===== src/rtl/atan2_arbiter.sv =====
`default_nettype none
// ============================================================================
// Module   : atan2_arbiter
// Purpose  : Shares a single atan2 core among N_REQ requesters. One operand
//            pair is accepted at a time under a round-robin grant, issued to
//            the core, and the core's angle is returned to the granted
//            requester only. Operands and angle pass through bit-exact.
// Ports    : clk_i, reset_i       clock, synchronous active-high reset
//            req_valid_i/ready_o  per-requester handshake (ready one-hot)
//            req_num_i/req_den_i  packed operands, requester k at [k*IN_DW +: IN_DW]
//            resp_angle_o         returned angle (held until next response)
//            resp_valid_o         one-hot single-cycle response strobe
//            resp_err_o           timeout flag, qualified by resp_valid_o
//            atan_num_o/den_o     operands to the core
//            atan_valid_o         single-cycle issue strobe to the core
//            atan_angle_i/valid_i core result
//            busy_o               high whenever not IDLE
// Options  : define ATAN_ARB_TIMEOUT_EN to bound the WAIT state to
//            TIMEOUT_CYC cycles (error response on expiry).
// Revision : 1.0 - initial release
// ============================================================================
module atan2_arbiter #(
    parameter int N_REQ       = 2,
    parameter int IN_DW       = 8,
    parameter int OUT_DW      = 20,
    parameter int TIMEOUT_CYC = 64
) (
    input  logic                    clk_i,
    input  logic                    reset_i,
    input  logic [N_REQ-1:0]        req_valid_i,
    output logic [N_REQ-1:0]        req_ready_o,
    input  logic [N_REQ*IN_DW-1:0]  req_num_i,
    input  logic [N_REQ*IN_DW-1:0]  req_den_i,
    output logic [OUT_DW-1:0]       resp_angle_o,
    output logic [N_REQ-1:0]        resp_valid_o,
    output logic                    resp_err_o,
    output logic [IN_DW-1:0]        atan_num_o,
    output logic [IN_DW-1:0]        atan_den_o,
    output logic                    atan_valid_o,
    input  logic [OUT_DW-1:0]       atan_angle_i,
    input  logic                    atan_valid_i,
    output logic                    busy_o
);

    localparam int c_PTR_W  = (N_REQ > 1) ? $clog2(N_REQ) : 1;
    localparam int c_SCAN_W = c_PTR_W + 1;

    typedef enum logic [1:0] {
        S_IDLE  = 2'd0,
        S_ISSUE = 2'd1,
        S_WAIT  = 2'd2,
        S_RESP  = 2'd3
    } state_t;

    state_t                 r_state;
    state_t                 w_state_nxt;

    logic [c_PTR_W-1:0]     r_rr_ptr;
    logic [c_PTR_W-1:0]     r_gnt;
    logic [IN_DW-1:0]       r_num;
    logic [IN_DW-1:0]       r_den;
    logic [OUT_DW-1:0]      r_angle;

    logic [N_REQ-1:0]       w_grant_oh;
    logic [c_PTR_W-1:0]     w_grant_idx;
    logic                   w_found;
    logic [c_SCAN_W-1:0]    w_scan;
    logic                   w_handshake;
    logic [c_SCAN_W-1:0]    w_ptr_inc;
    logic [c_PTR_W-1:0]     w_ptr_nxt;
    logic                   w_timeout;

    // ------------------------------------------------------------------
    // Round-robin search: first valid requester at or above r_rr_ptr,
    // wrapping modulo N_REQ (N_REQ need not be a power of two).
    // ------------------------------------------------------------------
    always_comb begin
        w_grant_oh  = '0;
        w_grant_idx = '0;
        w_found     = 1'b0;
        w_scan      = '0;
        for (int i = 0; i < N_REQ; i++) begin
            w_scan = {1'b0, r_rr_ptr} + c_SCAN_W'(i);
            if (w_scan >= c_SCAN_W'(N_REQ)) begin
                w_scan = w_scan - c_SCAN_W'(N_REQ);
            end
            if (!w_found && req_valid_i[w_scan[c_PTR_W-1:0]]) begin
                w_found     = 1'b1;
                w_grant_idx = w_scan[c_PTR_W-1:0];
            end
        end
        if (w_found) begin
            w_grant_oh[w_grant_idx] = 1'b1;
        end
    end

    // Ready is only offered in IDLE, so valid & ready reduces to this.
    assign w_handshake = (r_state == S_IDLE) && w_found;

    assign w_ptr_inc = {1'b0, w_grant_idx} + c_SCAN_W'(1);
    assign w_ptr_nxt = (w_ptr_inc >= c_SCAN_W'(N_REQ)) ? '0 : w_ptr_inc[c_PTR_W-1:0];

    // ------------------------------------------------------------------
    // Optional WAIT watchdog. The counter is 0 in the first WAIT cycle,
    // so expiry fires in the TIMEOUT_CYC-th WAIT cycle. A core result in
    // that same cycle wins over the timeout.
    // ------------------------------------------------------------------
`ifdef ATAN_ARB_TIMEOUT_EN
    localparam int c_CNT_W = $clog2(TIMEOUT_CYC + 1);

    logic [c_CNT_W-1:0]     r_wait_cnt;
    logic                   r_err;

    always_ff @(posedge clk_i) begin
        if (reset_i) begin
            r_wait_cnt <= '0;
        end else if (r_state == S_ISSUE) begin
            r_wait_cnt <= '0;
        end else if (r_state == S_WAIT) begin
            r_wait_cnt <= r_wait_cnt + c_CNT_W'(1);
        end
    end

    assign w_timeout = (r_state == S_WAIT) && !atan_valid_i &&
                       (r_wait_cnt == c_CNT_W'(TIMEOUT_CYC - 1));

    always_ff @(posedge clk_i) begin
        if (reset_i) begin
            r_err <= 1'b0;
        end else if (r_state == S_WAIT) begin
            if (atan_valid_i) begin
                r_err <= 1'b0;
            end else if (w_timeout) begin
                r_err <= 1'b1;
            end
        end
    end

    assign resp_err_o = (r_state == S_RESP) && r_err;
`else
    assign w_timeout  = 1'b0;
    assign resp_err_o = 1'b0;
`endif

    // ------------------------------------------------------------------
    // FSM
    // ------------------------------------------------------------------
    always_ff @(posedge clk_i) begin
        if (reset_i) begin
            r_state <= S_IDLE;
        end else begin
            r_state <= w_state_nxt;
        end
    end

    always_comb begin
        w_state_nxt = r_state;
        case (r_state)
            S_IDLE: begin
                if (w_handshake) begin
                    w_state_nxt = S_ISSUE;
                end
            end
            S_ISSUE: begin
                w_state_nxt = S_WAIT;
            end
            S_WAIT: begin
                if (atan_valid_i || w_timeout) begin
                    w_state_nxt = S_RESP;
                end
            end
            S_RESP: begin
                w_state_nxt = S_IDLE;
            end
            default: begin
                w_state_nxt = S_IDLE;
            end
        endcase
    end

    // ------------------------------------------------------------------
    // Datapath registers
    // ------------------------------------------------------------------
    always_ff @(posedge clk_i) begin
        if (reset_i) begin
            r_rr_ptr <= '0;
            r_gnt    <= '0;
            r_num    <= '0;
            r_den    <= '0;
            r_angle  <= '0;
        end else begin
            if (w_handshake) begin
                r_gnt    <= w_grant_idx;
                r_rr_ptr <= w_ptr_nxt;
                r_num    <= req_num_i[w_grant_idx*IN_DW +: IN_DW];
                r_den    <= req_den_i[w_grant_idx*IN_DW +: IN_DW];
            end
            if (r_state == S_WAIT) begin
                if (atan_valid_i) begin
                    r_angle <= atan_angle_i;
                end else if (w_timeout) begin
                    r_angle <= '0;
                end
            end
        end
    end

    // ------------------------------------------------------------------
    // Outputs
    // ------------------------------------------------------------------
    assign req_ready_o  = (r_state == S_IDLE) ? w_grant_oh : '0;
    assign atan_valid_o = (r_state == S_ISSUE);
    assign atan_num_o   = r_num;
    assign atan_den_o   = r_den;
    assign resp_angle_o = r_angle;
    assign busy_o       = (r_state != S_IDLE);

    always_comb begin
        resp_valid_o = '0;
        if (r_state == S_RESP) begin
            resp_valid_o[r_gnt] = 1'b1;
        end
    end

endmodule
`default_nettype wire


===== config.mk =====
export PLATFORM = sky130hd
export DESIGN_NAME = atan2_arbiter
export DESIGN_NICKNAME = d
export VERILOG_FILES = /design/src/rtl/atan2_arbiter.sv
export SDC_FILE = /design/constraint.sdc
export NUM_CORES = 1
export LEC_CHECK = 0
export ABC_AREA = 1
export CORE_MARGIN = 1
export CORE_UTILIZATION = 37
export DETAILED_ROUTE_END_ITERATION = 10
export MAX_ROUTING_LAYER = met4
export PLACE_DENSITY_LB_ADDON = 0.1
export REMOVE_ABC_BUFFERS = 1
export SYNTH_ARGS = -nofsm -noshare
export SYNTH_HDL_FRONTEND = slang
export SYNTH_SLANG_ARGS = --single-unit

===== constraint.sdc =====
create_clock -name clk_i -period 1.5 [get_ports clk_i]
set_input_delay 0.15 -clock clk_i [delete_from_list [all_inputs] [get_ports clk_i]]
set_output_delay 0.15 -clock clk_i [all_outputs]
set_load 0.005 [all_outputs]

==> impl_metrics.json <==
{
  "status": "finished, final reports clean",
  "grt_pass1_wl_mm": 7.845,
  "clock_path_buffers": 2,
  "die_h_um": 71.91,
  "final_area_mm2": 0.003109,
  "intPower_mw": 2.887,
  "die_area_mm2": 0.005170,
  "drive_gt1_share_pct": 12.53,
  "peakVddDrop_uv": 748.1,
  "synthArstFlopShare_pct": 0,
  "cpMaxStageDelayCell": "dfxtp_2",
  "yosys_warnings": 0,
  "synthCells": 261,
  "rsz0062_at_grt": "no",
  "ios": 100,
  "grt_util_met2_pct": 32.29,
  "synth_flop_cell": "dfxtp_1",
  "start_util_pct": 38.28,
  "viasPerCell": 4.498,
  "grt_pass1_vias": 1792,
  "yosysMostFrequentCell": "nor2_1",
  "fp.dieW_um": 71.91,
  "p_per_area_mw_per_mm2": 1386,
  "grt_use_total_pct": 19.94,
  "drt_iter0_markers": 63,
  "fmax_ghz": 0.7128,
  "hold_buffers": 0,
  "ys_seq_elements": 40,
  "grt_max_degree": 21,
  "synthesis.area_mm2": 0.001808,
  "crit_chain": "buf_4 -> ha_2 -> nand2_1 -> inv_1 -> dlygate4sd2_1",
  "fin_skew_ps": 4.632,
  "finalWirelength_mm": 4.826,
  "hpwl_mm": 3.428,
  "yosysTopAreaCell": "dfxtp_1",
  "cts_root_buffer": "clkbuf_8",
  "startpoint_type": "register",
  "gp_congestion": 0.7545,
  "diodes": 0,
  "ys_top_cells_by_count": "53 x nor2_1, 50 x nand2_1, 40 x dfxtp_1",
  "critPathKind": "register to primary output",
  "fin_crit_sh_pct": 93.53,
  "hold_viol_final": 0,
  "use_met1_pct": 23.47,
  "seq_power_share_pct": 33.6,
  "end_kind": "primary output",
  "slew_viol_final": 0,
  "final_util_pct": 65.83,
  "cts.sinks": 40,
  "grt-ovfl-total": 0,
  "synth_area_leaders": "dfxtp_1 44%, nor2_1 11%, nand2_1 10%",
  "crit_buf_inv": 3,
  "yosysUniqueCellTypes": 18,
  "cts.htree.levels": 2,
  "drv_cap": 0,
  "fin_crit_ps": 1403,
  "antenna_found_initial": 0,
  "rows": 25,
  "pwr-share-comb_pct": 46.4,
  "finalNetCount": 436,
  "clock_latency_ps": 290,
  "synth-edff-count": 0,
  "p_clk_share_pct": 20.1,
  "ys_seq_area_share_pct": 44.29,
  "crit_fanout": 2,
  "cts_buffers": 5,
  "first_pass_iters": 4,
  "timing.hold.ws_ps": 471.5,
  "synth_top_area_share_pct": 44.29,
  "met3_usage_pct": 6.944,
  "io_buffers": 98,
  "p_switching_mw": 1.423,
  "ant_nets": 0,
  "required_ps": 1350,
  "via_count": 1988,
  "dpl-instance-area_mm2": 0.002942,
  "crit_family": "buffers and inverters",
  "switching_share_pct": 33.02,
  "worstPathArrival_ps": 1250,
  "setup_viol": 0,
  "area_growth_pct": 71.97,
  "gr-max-usage-layer": "met2",
  "drc": 0,
  "p_leak_nw": 1.406,
  "cts_tree": "yes",
  "core_mm2": 0.004723,
  "path_clk_slew_ps": 80,
  "hold_path.class": "primary input to register",
  "cpPeakStageDelay_ps": 330,
  "wire_per_inst_um": 10.92,
  "post_synth.cell_area_avg_um2": 6.927
}
path summary, 6_finish.rpt:
| kind | startpoint | slack [ps] | cells past startpoint | endpoint |
|---|---|---|---|---|
| worst min-delay path | atan_angle_i[12] | 470 | 3 | resp_angle_o[12] |
| worst max-delay path | r_state[0] | 100 | 5 | resp_valid_o[1] |
| worst max register to register | r_state[0] | 120 | 7 | resp_angle_o[16] |
| worst min register to register | r_rr_ptr | 480 | 2 | r_rr_ptr |
per-layer routing:
metal	share of wire [%]	vias up
li1	-	1042
met1	42	873
met2	49	67
met3	7.8	6
met4	1.2	0
met5	0	-
power groups by stage:
stage / clock, mW / combinational [mW] / sequential [mW]
final: 0.864 / 2.00 / 1.45
after global routing: 0.935 / 2.26 / 1.48
after CTS: 0.888 / 1.97 / 1.45
after detailed placement: 0 / 1.94 / 1.46
after global placement: 0 / 1.92 / 1.45
after floorplan: 0 / 0.835 / 1.49
logic make-up after synthesis:
group	share of synthesized area, %
and+or+nand+nor	33.29
DFF	44.29
adders and majority gates	3.460
AOI/OAI and AO/OA	8.028
other	0.2074
buffers and inverters	10.73
worst register-to-register path: stages, from the launching register on:
cell and delay [ps]:
dfxtp_2 330, inv_2 70, buf_4 120, ha_2 210
nand2_4 110, buf_6 180, o21ai_0 190, nor2_1 60
timing repair:
| item | in CTS | in global routing |
|---|---|---|
| buffers inserted | 1 | 0 |
| endpoints found under the setup margin | 22 | 22 |
| pin swaps | 2 | 0 |
| gates resized for setup | 15 | 12 |
| gates cloned | 0 | 3 |
cell type report:
cell class                 instances  area, um^2
timing repair buffer             119        1131
timing repair inverter             3       22.52
fill                             463        1614
tap                               67       83.83
sequential                        40       804.5
clock buffer                       6       72.57
inverter                          30       118.9
clock inverter                     2       35.03
multi-input combinational        175       840.8
registers in the layout, indices dropped and copies added (netlist names):
| register | flops |
|---|---|
| r_state | 2 |
| r_gnt | 1 |
| resp_angle_o | 20 |
| atan_num_o | 8 |
| r_rr_ptr | 1 |
| atan_den_o | 8 |
layout by cell type (no fill, tap or decap), drive strengths merged:
cell,n
clkinv,1
conb,1
bufinv,1
clkinvlp,4
buf,21
dfxtp,40
nand2,51
clkdlybuf4s50,92
ha,5
nand4,11
nand3,28
clkbuf,7
dlygate4sd2,5
o21ai,21
inv,29
nor2,53
a21oi,5
stage by stage:
step                TNS (ps)  worst slack, ps  total power, mW  instances
floorplan              -2317           -197.9            2.321        245
global placement      -518.1           -133.7            3.376        430
detailed placement    -811.4           -143.9            3.407        430
CTS                 -0.09048         -0.09048            4.313        439
global route               0            1.999            4.676        442
finish                     0            97.10            4.309        442
Power figures use the tool's default switching activity.
